===== config.mk =====
export PLATFORM = sky130hd
export DESIGN_NAME = snake_body
export DESIGN_NICKNAME = d
export VERILOG_FILES = /design/src/rtl/snake_body.sv
export SDC_FILE = /design/constraint.sdc
export NUM_CORES = 2
export LEC_CHECK = 0
export CORE_MARGIN = 2
export CORE_UTILIZATION = 40
export CTS_BUF_LIST = sky130_fd_sc_hd__clkbuf_2
export CTS_CLUSTER_SIZE = 10
export DETAILED_ROUTE_END_ITERATION = 12
export GPL_ROUTABILITY_DRIVEN = 0
export GPL_TIMING_DRIVEN = 0
export HOLD_SLACK_MARGIN = 0.15
export PLACE_DENSITY = 0.61
export SLEW_MARGIN = 20
export SYNTH_ARGS = -nofsm -noshare
export SYNTH_HDL_FRONTEND = slang
export SYNTH_SLANG_ARGS = --single-unit

===== constraint.sdc =====
create_clock -name clk -period 39 [get_ports clk]
set_input_delay 7.8 -clock clk [delete_from_list [all_inputs] [get_ports clk]]
set_output_delay 7.8 -clock clk [all_outputs]
set_load 0.02 [all_outputs]

===== src/rtl/snake_body.sv =====
// snake_body: segment ring buffer, head movement, apple capture and collision checks.
// Define SNAKE_WRAP_EN to make the playfield edges wrap instead of ending the game.
module snake_body #(
  parameter int MAX_LEN = 64,
  parameter int START_I = 8,
  parameter int START_J = 4
) (
  input  logic                     clk,
  input  logic                     reset,
  input  logic                     start,
  input  logic                     tick,
  input  logic                     dir_valid,
  input  logic [1:0]               dir_in,
  input  logic [3:0]               i_apple,
  input  logic [3:0]               j_apple,
  output logic [15:0][15:0]        GrnPixels,
  output logic                     eaten,
  output logic                     game_over,
  output logic [7:0]               score,
  output logic [$clog2(MAX_LEN):0] length
);

  // state  | meaning
  // S_IDLE | waiting for start, ticks ignored
  // S_RUN  | head advances one cell per tick
  // S_OVER | collision seen, everything frozen until reset
  typedef enum logic [1:0] {S_IDLE, S_RUN, S_OVER} state_t;

  localparam int PW = $clog2(MAX_LEN);
  localparam logic [PW:0] LEN_FULL = (PW+1)'(MAX_LEN);
  localparam logic [3:0] SI  = 4'(START_I);
  localparam logic [3:0] SJ0 = 4'(START_J);
  localparam logic [3:0] SJ1 = 4'(START_J - 1);
  localparam logic [3:0] SJ2 = 4'(START_J - 2);

  localparam logic [1:0] D_UP    = 2'b00;
  localparam logic [1:0] D_RIGHT = 2'b01;
  localparam logic [1:0] D_DOWN  = 2'b10;
  localparam logic [1:0] D_LEFT  = 2'b11;

  state_t state_q, state_d;

  logic [3:0]    seg_i [MAX_LEN];
  logic [3:0]    seg_j [MAX_LEN];
  logic [PW-1:0] head_ptr, tail_ptr, head_nxt;
  logic [1:0]    cur_dir, pend_dir, eff_dir;
  logic [3:0]    head_i, head_j, tail_i, tail_j, nxt_i, nxt_j;
  logic          dir_accept, wall, grow, at_tail, hit, drop_tail, move;

  function automatic logic [1:0] reverse_of(input logic [1:0] d);
    case (d)
      D_UP:    reverse_of = D_DOWN;
      D_RIGHT: reverse_of = D_LEFT;
      D_DOWN:  reverse_of = D_UP;
      default: reverse_of = D_RIGHT;
    endcase
  endfunction

  function automatic logic [15:0][15:0] start_bitmap();
    logic [15:0][15:0] b;
    b = '0;
    b[SI][SJ0] = 1'b1;
    b[SI][SJ1] = 1'b1;
    b[SI][SJ2] = 1'b1;
    return b;
  endfunction

  assign head_i   = seg_i[head_ptr];
  assign head_j   = seg_j[head_ptr];
  assign tail_i   = seg_i[tail_ptr];
  assign tail_j   = seg_j[tail_ptr];
  assign head_nxt = head_ptr + PW'(1);

  // A same-cycle dir_valid takes part in the tick it arrives with.
  assign dir_accept = dir_valid && (dir_in != reverse_of(cur_dir)) && (state_q != S_OVER);
  assign eff_dir    = dir_accept ? dir_in : pend_dir;

  always_comb begin
    nxt_i = head_i;
    nxt_j = head_j;
    wall  = 1'b0;
    case (eff_dir)
      D_UP: begin
        nxt_i = head_i - 4'd1;
        wall  = (head_i == 4'd0);
      end
      D_RIGHT: begin
        nxt_j = head_j + 4'd1;
        wall  = (head_j == 4'd15);
      end
      D_DOWN: begin
        nxt_i = head_i + 4'd1;
        wall  = (head_i == 4'd15);
      end
      default: begin
        nxt_j = head_j - 4'd1;
        wall  = (head_j == 4'd0);
      end
    endcase
`ifdef SNAKE_WRAP_EN
    wall = 1'b0;
`endif
  end

  assign grow      = (nxt_i == i_apple) && (nxt_j == j_apple);
  assign at_tail   = (nxt_i == tail_i) && (nxt_j == tail_j);
  // The tail cell is only free when it is about to be vacated.
  assign hit       = GrnPixels[nxt_i][nxt_j] && !(at_tail && !grow);
  assign drop_tail = !grow || (length == LEN_FULL);

  always_ff @(posedge clk or posedge reset) begin
    if (reset) state_q <= S_IDLE;
    else       state_q <= state_d;
  end

  always_comb begin
    state_d = state_q;
    move    = 1'b0;
    case (state_q)
      S_IDLE: if (start) state_d = S_RUN;
      S_RUN: begin
        if (tick) begin
          if (wall || hit) state_d = S_OVER;
          else             move    = 1'b1;
        end
      end
      S_OVER:  state_d = S_OVER;
      default: state_d = S_IDLE;
    endcase
  end

  assign game_over = (state_q == S_OVER);

  always_ff @(posedge clk or posedge reset) begin
    if (reset) begin
      for (int k = 0; k < MAX_LEN; k++) begin
        seg_i[k] <= (k < 3) ? SI : 4'd0;
        seg_j[k] <= (k == 0) ? SJ2 : (k == 1) ? SJ1 : (k == 2) ? SJ0 : 4'd0;
      end
      head_ptr  <= PW'(2);
      tail_ptr  <= '0;
      length    <= (PW+1)'(3);
      GrnPixels <= start_bitmap();
      cur_dir   <= D_RIGHT;
      pend_dir  <= D_RIGHT;
      eaten     <= 1'b0;
      score     <= 8'd0;
    end else begin
      eaten <= 1'b0;
      if (dir_accept) pend_dir <= dir_in;
      if (move) begin
        cur_dir         <= eff_dir;
        head_ptr        <= head_nxt;
        seg_i[head_nxt] <= nxt_i;
        seg_j[head_nxt] <= nxt_j;
        if (drop_tail) begin
          GrnPixels[tail_i][tail_j] <= 1'b0;
          tail_ptr                  <= tail_ptr + PW'(1);
        end else begin
          length <= length + (PW+1)'(1);
        end
        // Set after clear so a head entering the vacated tail cell keeps its bit.
        GrnPixels[nxt_i][nxt_j] <= 1'b1;
        if (grow) begin
          eaten <= 1'b1;
          if (score != 8'hFF) score <= score + 8'd1;
        end
      end
    end
  end

endmodule

# Yosys cells after proc, flatten, opt, wreduce, memory -nomap -nowiden
# Cells that the tools add are included.
op_classes:
  add_sub_neg: 8
  n_lt_le_gt_ge: 12
  n_eq_ne: 19
  muxes: 44
  bitwise: 7
  n_reduce_logical: 25
ops:
  columns: ["cell", "n"]
  rows:
  - ["$bwmux 256", 2]
  - ["$mux 256", 2]
  - ["$and 256x256->256", 1]
  - ["$not 256->256", 1]
  - ["$or 256x256->256", 1]
  - ["$demux 16 s4", 2]
  - ["$bmux 4 s6", 4]
  - ["$bmux 16 s4", 1]
  - ["$mux 16", 3]
  - ["$mux 4", 9]
  - ["$demux 4 s6", 1]
  - ["$ge 7x7->1 const B", 3]
  - ["$not 6->7", 3]
  - ["$lt 4x5->1 const B", 4]
  - ["$eq 4x4->1", 4]
  - ["$ge 4x1->1 const B", 4]
  - ["$pmux 4 s2", 2]
  - ["$add 6x1->6 const B", 2]
  - ["$pmux 2 s3", 2]
  - ["$logic_and 1x1->1", 11]
  - ["$add 4x1->4 const B", 2]
  - ["$add 8x1->8 const B", 1]
  - ["$demux 1 s4", 2]
  - ["$eq 4x4->1 const B", 2]
  - ["other kinds (21)", 46]
word_totals:
  register_bits: 802
  input_bits: 15
  wordCells: 267

# Depth between registers and ports, before layout
logic_depth:
  ltp_word: 21
  ltp_mapped: 34
  depth_no_buf: 24

# Least setup slack after synthesis
# OpenSTA, ideal clock, no wires.
synth_timing:
  path_type: "in2reg"
  startpoint: "in dir_in[0]"
  endpoint: "reg seg_i[240] in the netlist's numbering"
  setup_ns: 0.125
  arrival_time_ns: 13.192
  required_ns: 38.875
  setup_slack_ns: 25.683
  path_stages: 28
  path_buffers: 8
  cell_sequence: "xor2_1 > o21ai_0 > mux2i_1 > inv_1 > nor2_1 > a21o_1 > and2_1 > inv_1 > ha_1 > clkbuf_1 > nor2_1 > a221o_1 > buf_2 > buf_2 > buf_2 > clkbuf_1 > mux4_2 > a22oi_1 > nand2_1 > a211oi_1 > a21oi_1 > nand3_1 > a21oi_2 > buf_6 > buf_8 > buf_12 > nor4_4 > mux2_4"
synth_between:
  elab_chain_len: 17
synth_lines:
  columns: ["element", "line", "source"]
  rows:
  - ["start, declared", "13", "input logic [1:0] dir_in,"]
  - ["$ne 2x2->1", "75", "assign dir_accept = dir_valid && (dir_in != reverse_of(cur_dir)) && (state_q != S_OVER);"]
  - ["$logic_and 1x1->1 (2 in a row)", "75", null]
  - ["$mux 2 *", null, null]
  - ["parallel branches: the longest is 13 deep, another holds $bmux 16 s4", null, null]
  - ["end signal, assigned by index", "137", "seg_i[k] <= (k < 3) ? SI : 4'd0;"]
  - ["end signal, assigned by index", "154", "seg_i[head_nxt] <= nxt_i;"]
  - ["end, declared", "43", "logic [3:0] seg_i [MAX_LEN];"]
# Mark *: on every way between the ends. The select of a mux whose other input is x is not followed.
# A chain may end at the register's enable or synchronous reset.

# Worst setup path after layout
layout_timing:
  startpoint: "in dir_in[0]"
  endpoint: "reg GrnPixels[26] in the netlist's numbering"
layout_between:
  elab_chain_len: 17
layout_lines:
  columns: ["element", "line", "source"]
  rows:
  - ["$ne 2x2->1", "75", null]
  - ["$logic_and 1x1->1 (2 in a row)", "75", null]
  - ["$mux 2 *", null, null]
  - ["parallel branches: the longest is 13 deep, another holds $bmux 16 s4", null, null]
  - ["end signal, assigned", "143", "GrnPixels <= start_bitmap();"]
  - ["end, declared", "16", "output logic [15:0][15:0] GrnPixels,"]
# Marks and branches as above.

==> flow_metrics.tcl <==
set metrics [dict create \
    status "finished with violations" \
    failed_checks "design-rule violations" \
    synthFlopType "dfrtp_1" \
    drv_cap 0 \
    cts_tree "built" \
    dp.cells 5326 \
    htree_levels 4 \
    wl_per_cell_um 34.9 \
    worst-setup-path-type "in2reg" \
    rsz0062_at_grt "no" \
    core-area_um2 113000 \
    top_layer "met5" \
    period_minus_slack_ns 15.95 \
    worstMarginPinSlew_ns 1.27 \
    finalMaxSlewViolations 0 \
    area_delta_synth_final_pct 16.3 \
    routed_wl_mm 199 \
    crit_chain "clkdlybuf4s50_1 -> xor2_1 -> o21ai_0 -> mux2i_1 -> clkbuf_1 -> buf_1 -> ha_1 -> inv_1 -> ha_1 -> xor2_1 -> a211oi_1 -> or3b_2 -> clkbuf_1 -> buf_1 -> xnor2_1 -> nor4_1 -> nand3_1 -> nor2_1 -> o31a_1 -> clkbuf_1 -> clkbuf_1 -> o41ai_1 -> o31ai_1" \
    max_stage_delay_ns 0.91 \
    setup_viol 0 \
    synth_cell_types 92 \
    grt_use_total_pct 33.7 \
    syn_area_per_cell_um2 13.0 \
    fin_cells 5693 \
    synth.ff_latch_count 802 \
    numCtsBuffers 209 \
    ctsHoldBuffers 0 \
    hp-class "reg2reg" \
    setup_slack_ns 23.05 \
    synth_largest_area_cell "dfrtp_1" \
    yosysMostFrequentCell "dfrtp_1" \
    die_y_um 341 \
    pre_cts_ws_ns 21.70 \
    die_x_um 341 \
    post-route-util_pct 47.0 \
    period_share_pct 40.9 \
    drive_gt1_share_pct 34.3 \
    antenna_found_initial 5 \
    cp.arrival_ns 17.42 \
    path_clk_slew_ns 0.10 \
    cts_setup_buffers 0 \
    start_util_pct 40.4 \
    drtPass1Iterations 13 \
    wl_met2_mm 84.3 \
    grt_remaining_overflow 0 \
    dp_hpwl_mm 144 \
    clock_tree.buffer_depth 3 \
    via_count 39100 \
    yosysSeqAreaShare_pct 44.1 \
    synth_commonest_cells "dfrtp_1 (787), mux2_2 (511), mux4_2 (291)" \
    drc_errors 4 \
    vias_per_cell 6.87 \
    synth_area_leaders "dfrtp_1 (43%), mux4_2 (14%), mux2_2 (13%)" \
    fin_nets 4070 \
    synth_top_area_share_pct 43.2 \
    grt_max_degree 100 \
    synth_warnings 0 \
    skew_ns 0.158 \
    timing.fmax_mhz 62.7 \
    syn-num-nets 3522 \
    root_buffer "clkbuf_2" \
    synth_area_um2 45600 \
    critPathMaxFanout 10 \
    ys_async_sr_fraction_pct 100 \
    path_buf_inv 8 \
    cp.required_ns 40.47 \
    clk_latency_ns 1.71 \
    slowest_stage "nor4_1" \
    die_area_um2 117000 \
    grt_pass1_wl_mm 280 \
    clkSinkCount 802 \
    ctsResizeCount 0 \
    first_iter_violations 5734 \
    endpoint_kind "flip-flop" \
    critPathMostFrequentCell "clkbuf_1" \
    place.port_buffers 287 \
    ant_nets 0 \
    fp-row-count 123 \
    wl_met3_mm 26.0 \
    met1_length_mm 70.2 \
    start_kind "primary input" \
    slew_headroom_pct 15.0 \
    cp_top_family "buffers and inverters" \
    syn-instance-count 3492 \
    synth_enable_flop_cells 0 \
    hold_violations 0 \
    grt_pass1_vias 37900 \
    boundaryPins 288 \
]
-- state kept, by name, summed over array words and instances, names as in the netlist, 2 cells and up --
signal / flops
state_q: 2
seg_i: 256
head_ptr: 6
tail_ptr: 6
length: 7
score: 8
pend_dir: 2
cur_dir: 2
seg_j: 256
GrnPixels: 256
-- layer usage --
layer	vias to the layer above	global-route usage (%)
li1	15100	-
met1	19600	41.4
met2	3394	48.8
met3	999	11.4
met4	8	25.8
met5	-	0.449
-- worst register-to-register path: cells and delay by family (launching register included) --
kind	cells	cell delay, ns
simple gates	6	3.13
fa+ha+maj	1	0.39
flops	1	0.34
buf+inv	13	5.64
xor+xnor	1	0.13
compound gates	7	2.32
-- stage by stage --
step	area [um2]	hold slack (ns)	TNS [ns]
detailed placement	51100	0.484	0
global placement	50300	0.477	-992.99
global route	53000	0.519	0
CTS	52900	0.496	0
finish	53000	0.505	0
floorplan	45600	0.471	0
-- placed cells by master, fill, tap and decap left out, types with 15 or more instances in the layout --
cell type / synthesis / final
xnor2_1: 20 / 20
nand2b_1: 18 / 18
o41ai_1: 253 / 253
nand4_1: 21 / 21
nand3_1: 76 / 76
clkbuf_1: 218 / 213
buf_1: 43 / 23
mux2i_1: 78 / 78
buf_8: 5 / 15
nand2_1: 152 / 152
buf_2: 62 / 76
dfstp_2: 15 / 15
a22oi_1: 26 / 26
nor2b_1: 21 / 21
o22ai_1: 56 / 56
mux4_1: 18 / 18
clkbuf_2: 1 / 325
nor4_4: 56 / 56
a31oi_1: 20 / 20
buf_4: 13 / 21
mux2_4: 24 / 24
mux2_2: 511 / 511
nor2_1: 85 / 83
a21oi_1: 26 / 26
nor3_1: 30 / 30
o31ai_1: 17 / 17
o21ai_0: 252 / 250
clkinv_1: 1 / 29
inv_1: 22 / 21
mux4_2: 291 / 291
xor2_1: 28 / 28
buf_6: 11 / 32
dfrtp_1: 787 / 787
clkdlybuf4s50_1: 0 / 287
-- logic make-up after synthesis --
kind of cell	share of synthesized area, %
adders and majority gates	0.428
xor gates and xnor gates	1.05
AOI/OAI and AO/OA	11.8
buffers and inverters	3.74
and+or+nand+nor	8.17
DFF	44.1
muxes	30.7
-- area by class of cell --
class | instances | area [um2]
Fill cell | 10200 | 59700
Multi-Input combinational cell | 2312 | 23800
Sequential cell | 802 | 20100
Timing Repair Buffer | 337 | 3580
Tap cell | 1500 | 1880
Buffer | 354 | 1640
Clock buffer | 312 | 1560
Clock inverter | 43 | 295
Inverter | 24 | 97.6
Antenna cell | 9 | 22.5
-- final timing paths --
path / start / depth (start not counted) / end / slack, ns
worst min-delay path: length[6] / 1 / length[6] / 0.51
max in group asynchronous: reset / 6 / seg_j[209] / 30.35
worst min register to register: length[6] / 1 / length[6] / 0.51
worst max-delay path: dir_in[0] / 23 / GrnPixels[26] / 23.05
worst max register to register: head_ptr[3] / 28 / GrnPixels[26] / 26.91
min in group asynchronous: reset / 2 / GrnPixels[67] / 6.61
Power is not shown: default switching activity piles up to over one toggle a cycle in this logic, so the estimate is an artifact.
